===== src/rtl/alu_pkg.sv =====
// Shared ALU types: operation codes and the serial add/sub sequencer states.
package alu_pkg;

    typedef enum logic [1:0] {
        OP_ADD = 2'b00,
        OP_ADC = 2'b01,
        OP_SUB = 2'b10,
        OP_SBB = 2'b11
    } op_t;

    typedef enum logic [1:0] {
        S_IDLE = 2'b00,
        S_RUN  = 2'b01,
        S_DONE = 2'b10
    } state_t;

endpackage


===== src/rtl/add_chunk.sv =====
// Combinational CHUNK-bit ripple-carry adder built from per-bit full adders.
module add_chunk #(
    parameter int unsigned CHUNK = 4
) (
    input  logic [CHUNK-1:0] a,
    input  logic [CHUNK-1:0] b,
    input  logic             cin,
    output logic [CHUNK-1:0] sum,
    output logic             cout
);

    logic [CHUNK:0] c;

    assign c[0] = cin;

    // One full adder per bit; carry ripples from bit 0 upwards.
    for (genvar i = 0; i < CHUNK; i++) begin : g_fa
        assign sum[i]   = a[i] ^ b[i] ^ c[i];
        assign c[i + 1] = (a[i] & b[i]) | ((a[i] ^ b[i]) & c[i]);
    end

    assign cout = c[CHUNK];

endmodule


===== src/rtl/serial_addsub.sv =====
// Multi-cycle add/subtract unit: ripples CHUNK bits per cycle, then presents
// the result and ALU flags behind a valid/ready handshake.
module serial_addsub
    import alu_pkg::*;
#(
    parameter int unsigned WIDTH = 16,
    parameter int unsigned CHUNK = 4
) (
    input  logic             clk,
    input  logic             rst,
    input  logic             in_valid,
    output logic             in_ready,
    input  logic [1:0]       op,
    input  logic [WIDTH-1:0] a,
    input  logic [WIDTH-1:0] b,
    input  logic             c_in,
    output logic             out_valid,
    input  logic             out_ready,
    output logic [WIDTH-1:0] sum,
    output logic             carry,
    output logic             overflow,
    output logic             zero,
    output logic             negative,
    output logic             busy
);

    localparam int unsigned NCHUNK = WIDTH / CHUNK;
    localparam int unsigned KW     = (NCHUNK > 1) ? $clog2(NCHUNK) : 1;

    // Reject illegal parameter combinations at elaboration.
    if (WIDTH < 2 || CHUNK == 0 || (WIDTH % CHUNK) != 0) begin : g_param_check
        $error("serial_addsub: WIDTH must be >= 2 and a multiple of CHUNK");
    end

    state_t           state_q, state_d;
    logic [WIDTH-1:0] a_sh, b_sh, acc;
    logic             carry_q;
    logic [KW-1:0]    k_q;
    logic             a_msb, b_msb;

    logic             accept_c, last_c;
    logic [WIDTH-1:0] b_eff_c;
    logic             cin0_c;
    logic [CHUNK-1:0] ch_sum_c;
    logic             ch_cout_c;
    logic [WIDTH-1:0] res_c;

    assign in_ready  = (state_q == S_IDLE) && !rst;
    assign out_valid = (state_q == S_DONE);
    assign busy      = (state_q != S_IDLE);
    assign accept_c  = in_valid && in_ready;
    assign last_c    = (k_q == KW'(NCHUNK - 1));

    // Operand conditioning: subtract is a + ~b + 1, with-carry modes use c_in.
    always_comb begin
        b_eff_c = b;
        cin0_c  = 1'b0;
        case (op_t'(op))
            OP_ADD: begin b_eff_c = b;  cin0_c = 1'b0; end
            OP_ADC: begin b_eff_c = b;  cin0_c = c_in; end
            OP_SUB: begin b_eff_c = ~b; cin0_c = 1'b1; end
            OP_SBB: begin b_eff_c = ~b; cin0_c = c_in; end
            default: ;
        endcase
    end

    // Single shared chunk adder, fed from the low end of the operand shifters.
    add_chunk #(.CHUNK(CHUNK)) u_add_chunk (
        .a    (a_sh[CHUNK-1:0]),
        .b    (b_sh[CHUNK-1:0]),
        .cin  (carry_q),
        .sum  (ch_sum_c),
        .cout (ch_cout_c)
    );

    // New chunk enters the accumulator at the top; after NCHUNK shifts it is aligned.
    assign res_c = WIDTH'({ch_sum_c, acc} >> CHUNK);

    // Next-state logic.
    always_comb begin
        state_d = state_q;
        case (state_q)
            S_IDLE:  if (accept_c)  state_d = S_RUN;
            S_RUN:   if (last_c)    state_d = S_DONE;
            S_DONE:  if (out_ready) state_d = S_IDLE;
            default:                state_d = S_IDLE;
        endcase
    end

    // State register.
    always_ff @(posedge clk or posedge rst) begin
        if (rst) state_q <= S_IDLE;
        else     state_q <= state_d;
    end

    // Datapath: latch operands on accept, ripple one chunk per RUN cycle, register flags at the end.
    always_ff @(posedge clk or posedge rst) begin
        if (rst) begin
            a_sh     <= '0;
            b_sh     <= '0;
            acc      <= '0;
            carry_q  <= 1'b0;
            k_q      <= '0;
            a_msb    <= 1'b0;
            b_msb    <= 1'b0;
            sum      <= '0;
            carry    <= 1'b0;
            overflow <= 1'b0;
            zero     <= 1'b0;
            negative <= 1'b0;
        end else if (accept_c) begin
            a_sh    <= a;
            b_sh    <= b_eff_c;
            acc     <= '0;
            carry_q <= cin0_c;
            k_q     <= '0;
            a_msb   <= a[WIDTH-1];
            b_msb   <= b_eff_c[WIDTH-1];
        end else if (state_q == S_RUN) begin
            a_sh    <= a_sh >> CHUNK;
            b_sh    <= b_sh >> CHUNK;
            acc     <= res_c;
            carry_q <= ch_cout_c;
            k_q     <= k_q + KW'(1);
            if (last_c) begin
                sum      <= res_c;
                carry    <= ch_cout_c;
                overflow <= (a_msb == b_msb) && (res_c[WIDTH-1] != a_msb);
                zero     <= (res_c == '0);
                negative <= res_c[WIDTH-1];
            end
        end
    end

endmodule


===== config.mk =====
export PLATFORM = sky130hd
export DESIGN_NAME = serial_addsub
export DESIGN_NICKNAME = d
export VERILOG_FILES = /design/src/rtl/alu_pkg.sv /design/src/rtl/add_chunk.sv /design/src/rtl/serial_addsub.sv
export SDC_FILE = /design/constraint.sdc
export NUM_CORES = 1
export LEC_CHECK = 0
export CORE_MARGIN = 3
export CORE_UTILIZATION = 40
export CTS_CLUSTER_DIAMETER = 100
export CTS_CLUSTER_SIZE = 28
export DETAILED_ROUTE_END_ITERATION = 10
export GPL_TIMING_DRIVEN = 0
export SYNTH_ARGS = -nofsm -noshare
export SYNTH_HDL_FRONTEND = slang
export SYNTH_SLANG_ARGS = --single-unit

===== constraint.sdc =====
create_clock -name clk -period 7.97 [get_ports clk]
set_input_delay 0.797 -clock clk [delete_from_list [all_inputs] [get_ports clk]]
set_output_delay 0.797 -clock clk [all_outputs]
set_load 0.03 [all_outputs]

==> results.json, run 1 <==
{
  "rsz0062_at_grt": "no",
  "fillers": 679,
  "synthToLayoutAreaGrowth_pct": 29.5,
  "insertion_delay_ns": 0.34,
  "dieHeight_um": 94.2,
  "gp_congestion": 0.794,
  "max_cap_violations": 0,
  "io_pins": 62,
  "postCtsSetupBuffers": 0,
  "cts.root.buffer_cell": "clkbuf_8",
  "swShare_pct": 39.4,
  "antenna_found_initial": 0,
  "clkTransAtPathRegs_ns": 0.07,
  "dpl_cell_area_um2": 3840,
  "grt_pass1_wl_mm": 11.8,
  "port_buffers": 60,
  "final_common_cell": "dfrtp_1",
  "grt_max_degree": 71,
  "status": "finished clean",
  "core-area_um2": 7410,
  "ys_seq_area_share_pct": 56.3,
  "peakVddDrop_uv": 146,
  "via_per_inst": 5.15,
  "rows": 31,
  "tightest_slew_ns": 0.843,
  "drv_slew": 0,
  "slowest_delay_ns": 0.68,
  "power_switching_mw": 0.616,
  "yosysUniqueCellTypes": 34,
  "cp-start-kind": "primary input",
  "cp_max_fo": 4,
  "die_w_um": 94.2,
  "syn_avg_cell_area_um2": 10.6,
  "skew_ns": 0.00878,
  "ant_nets": 0,
  "start_util_pct": 42.0,
  "nNetsFinal": 408,
  "grt_pass1_vias": 2386,
  "combPwrFrac_pct": 43.8,
  "vias": 2407,
  "cts_made_buffers": 9,
  "endpoint_kind": "primary output",
  "h-tree-depth": 3,
  "crit_top_cell": "clkdlybuf4s50_1",
  "clk_path_buf_depth": 2,
  "internal-power_mw": 0.948,
  "ys_ff_latch": 70,
  "layout_common_cells": "70 x dfrtp_1, 60 x clkdlybuf4s50_1, 59 x nand2_1",
  "max_freq_ghz": 0.342,
  "wl_per_cell_um": 15.1,
  "crit_chain": "clkdlybuf4s50_1 > nor2_1 > clkdlybuf4s50_1",
  "drive_above_1_share_pct": 11.7,
  "die_area_um2": 8870,
  "diodes": 0,
  "setup_tns_ns": 0,
  "crit_slowest_cell": "clkdlybuf4s50_1",
  "drt_iter0_drc": 145,
  "hold_viol": 0,
  "cp.required_ns": 7.17,
  "design_area_um2": 4030,
  "drt_wl_total_mm": 7.05,
  "seqPwrFrac_pct": 38.4,
  "dp_hpwl_mm": 5.02,
  "ys.flop_type": "dfrtp_1",
  "firstDrtPassIters": 4,
  "ys_warn_count": 0,
  "cp.arrival_ns": 2.13,
  "crit_type": "in -> out",
  "syn_area_um2": 3110,
  "maxSlewHeadroom_pct": 43.8,
  "leakage_nw": 1.86,
  "ctsHoldBuffers": 0,
  "min_path_type": "reg -> reg",
  "drc": 0,
  "cts_resized": 0,
  "synthCells": 293,
  "synthesis.nets": 337,
  "powerDensity_nw_per_um2": 388,
  "async_flop_share_pct": 100,
  "setup_viol": 0,
  "cts_tree": "yes",
  "clkSinkCount": 70,
  "synth_edf_count": 0,
  "period_share_pct": 36.7,
  "pwr-share-clk_pct": 17.8,
  "fin_crit_ns": 2.93,
  "grt_overflow_total": 0,
  "grtUsageTotal_pct": 17.4
}
## critical path: cells and delay by family
kind | cells | cell delay [ns]
AND/OR/NAND/NOR | 1 | 0.14
buffers and inverters | 2 | 1.20
## final timing paths
path	from	to	slack [ns]	cells past startpoint
min	zero	zero	0.48	2
max reg2reg	a_sh[0]	overflow	5.27	8
max in group asynchronous	rst	a_msb	6.31	2
min reg2reg	zero	zero	0.48	2
min in group asynchronous	rst	carry	1.10	2
max	rst	in_ready	5.04	3
## power groups by stage
stage               clock [mW]  sequential (mW)  combinational (mW)
CTS                      0.285            0.601               0.697
finish                   0.279            0.600               0.685
global route             0.307            0.620               0.763
floorplan                    0            0.653               0.393
global placement             0            0.603               0.689
detailed placement           0            0.607               0.695
## flip-flops by register name, indices dropped and copies added (netlist names)
signal    flops
a_msb         1
a_sh         16
acc          12
b_msb         1
b_sh         16
carry         1
carry_q       1
k_q           2
overflow      1
state_q       2
sum          16
zero          1
## metrics by stage
stage               setup slack [ns]  util, %  total power, mW  cells  hold WS, ns
detailed placement              5.04     51.8             1.30    452        0.471
CTS                             5.04     54.4             1.58    467        0.489
global placement                4.10     51.8             1.29    452        0.462
global route                    5.00     54.4             1.69    467        0.522
finish                          5.04     54.4             1.56    467        0.479
floorplan                       5.40        -             1.05    293        0.461
## kinds of logic (layout without fill, tap and decap cells)
kind of cell               count (synthesis)  count (layout)  synth area share [%]
AOI/OAI and AO/OA                         40              40                  9.41
xor gates and xnor gates                  16              16                  4.50
adders and majority gates                  5               5                  2.98
buffers and inverters                     27             102                  4.06
DFF                                       70              70                  56.3
muxes                                     16              16                  5.75
and+or+nand+nor                          119             119                  17.0
## cells in the mapped netlist, types with 2 or more instances
| cell | count | area, um^2 |
|---|---|---|
| a21o_1 | 3 | 22.5 |
| a221o_1 | 8 | 80.1 |
| a22o_1 | 4 | 35.0 |
| a22oi_1 | 8 | 60.1 |
| a31oi_1 | 5 | 31.3 |
| buf_1 | 2 | 7.51 |
| buf_2 | 11 | 55.1 |
| clkbuf_1 | 7 | 26.3 |
| dfrtp_1 | 70 | 1750 |
| fa_1 | 4 | 80.1 |
| inv_1 | 5 | 18.8 |
| mux2_2 | 15 | 169 |
| nand2_1 | 59 | 221 |
| nand2b_1 | 2 | 12.5 |
| nand3_1 | 30 | 150 |
| nor2_1 | 15 | 56.3 |
| nor3_1 | 2 | 10.0 |
| nor4_1 | 3 | 18.8 |
| nor4b_1 | 2 | 17.5 |
| o21ai_0 | 8 | 40.0 |
| o21ai_1 | 3 | 15.0 |
| xnor2_1 | 10 | 87.6 |
| xor2_1 | 6 | 52.6 |
## metal layers
metal,up-vias,track usage (%),part of all wire (%)
li1,1150,-,-
met1,1181,25.0,47
met2,67,25.9,46
met3,9,4.49,5.6
met4,0,5.05,1.3
met5,-,0,0
## area by class of cell
type | count | area (um^2) | area share, %
multi-input cells | 196 | 1230 | 30.6
repair buffers | 60 | 601 | 14.9
plain buffers | 22 | 108 | 2.67
flip-flops and latches | 70 | 1750 | 43.5
inverters | 5 | 21.3 | 0.528
well taps | 99 | 124 | 3.07
clock inverters | 3 | 45.0 | 1.12
clock buffers | 12 | 145 | 3.60
No activity file was read; power rests on OpenSTA's default activity.
==> run 2, diff against run 1 <==
Clock period 7.97 ns to 3 ns, I/O delays scaled along.
==> results of run 2 <==
The final DEF is identical to that of run 1. Status: finished clean.
Among the figures that moved: setup slack after placement 5.04 ns -> 0.303 ns; setup slack after layout 5.04 ns -> 0.299 ns; start point of the critical path rst -> a_sh[0]; end point of the critical path in_ready -> overflow; register-to-register setup slack 5.27 ns -> 0.30 ns; total power 1.56 mW -> 4.16 mW; worst IR drop on VDD 146 uV -> 389 uV
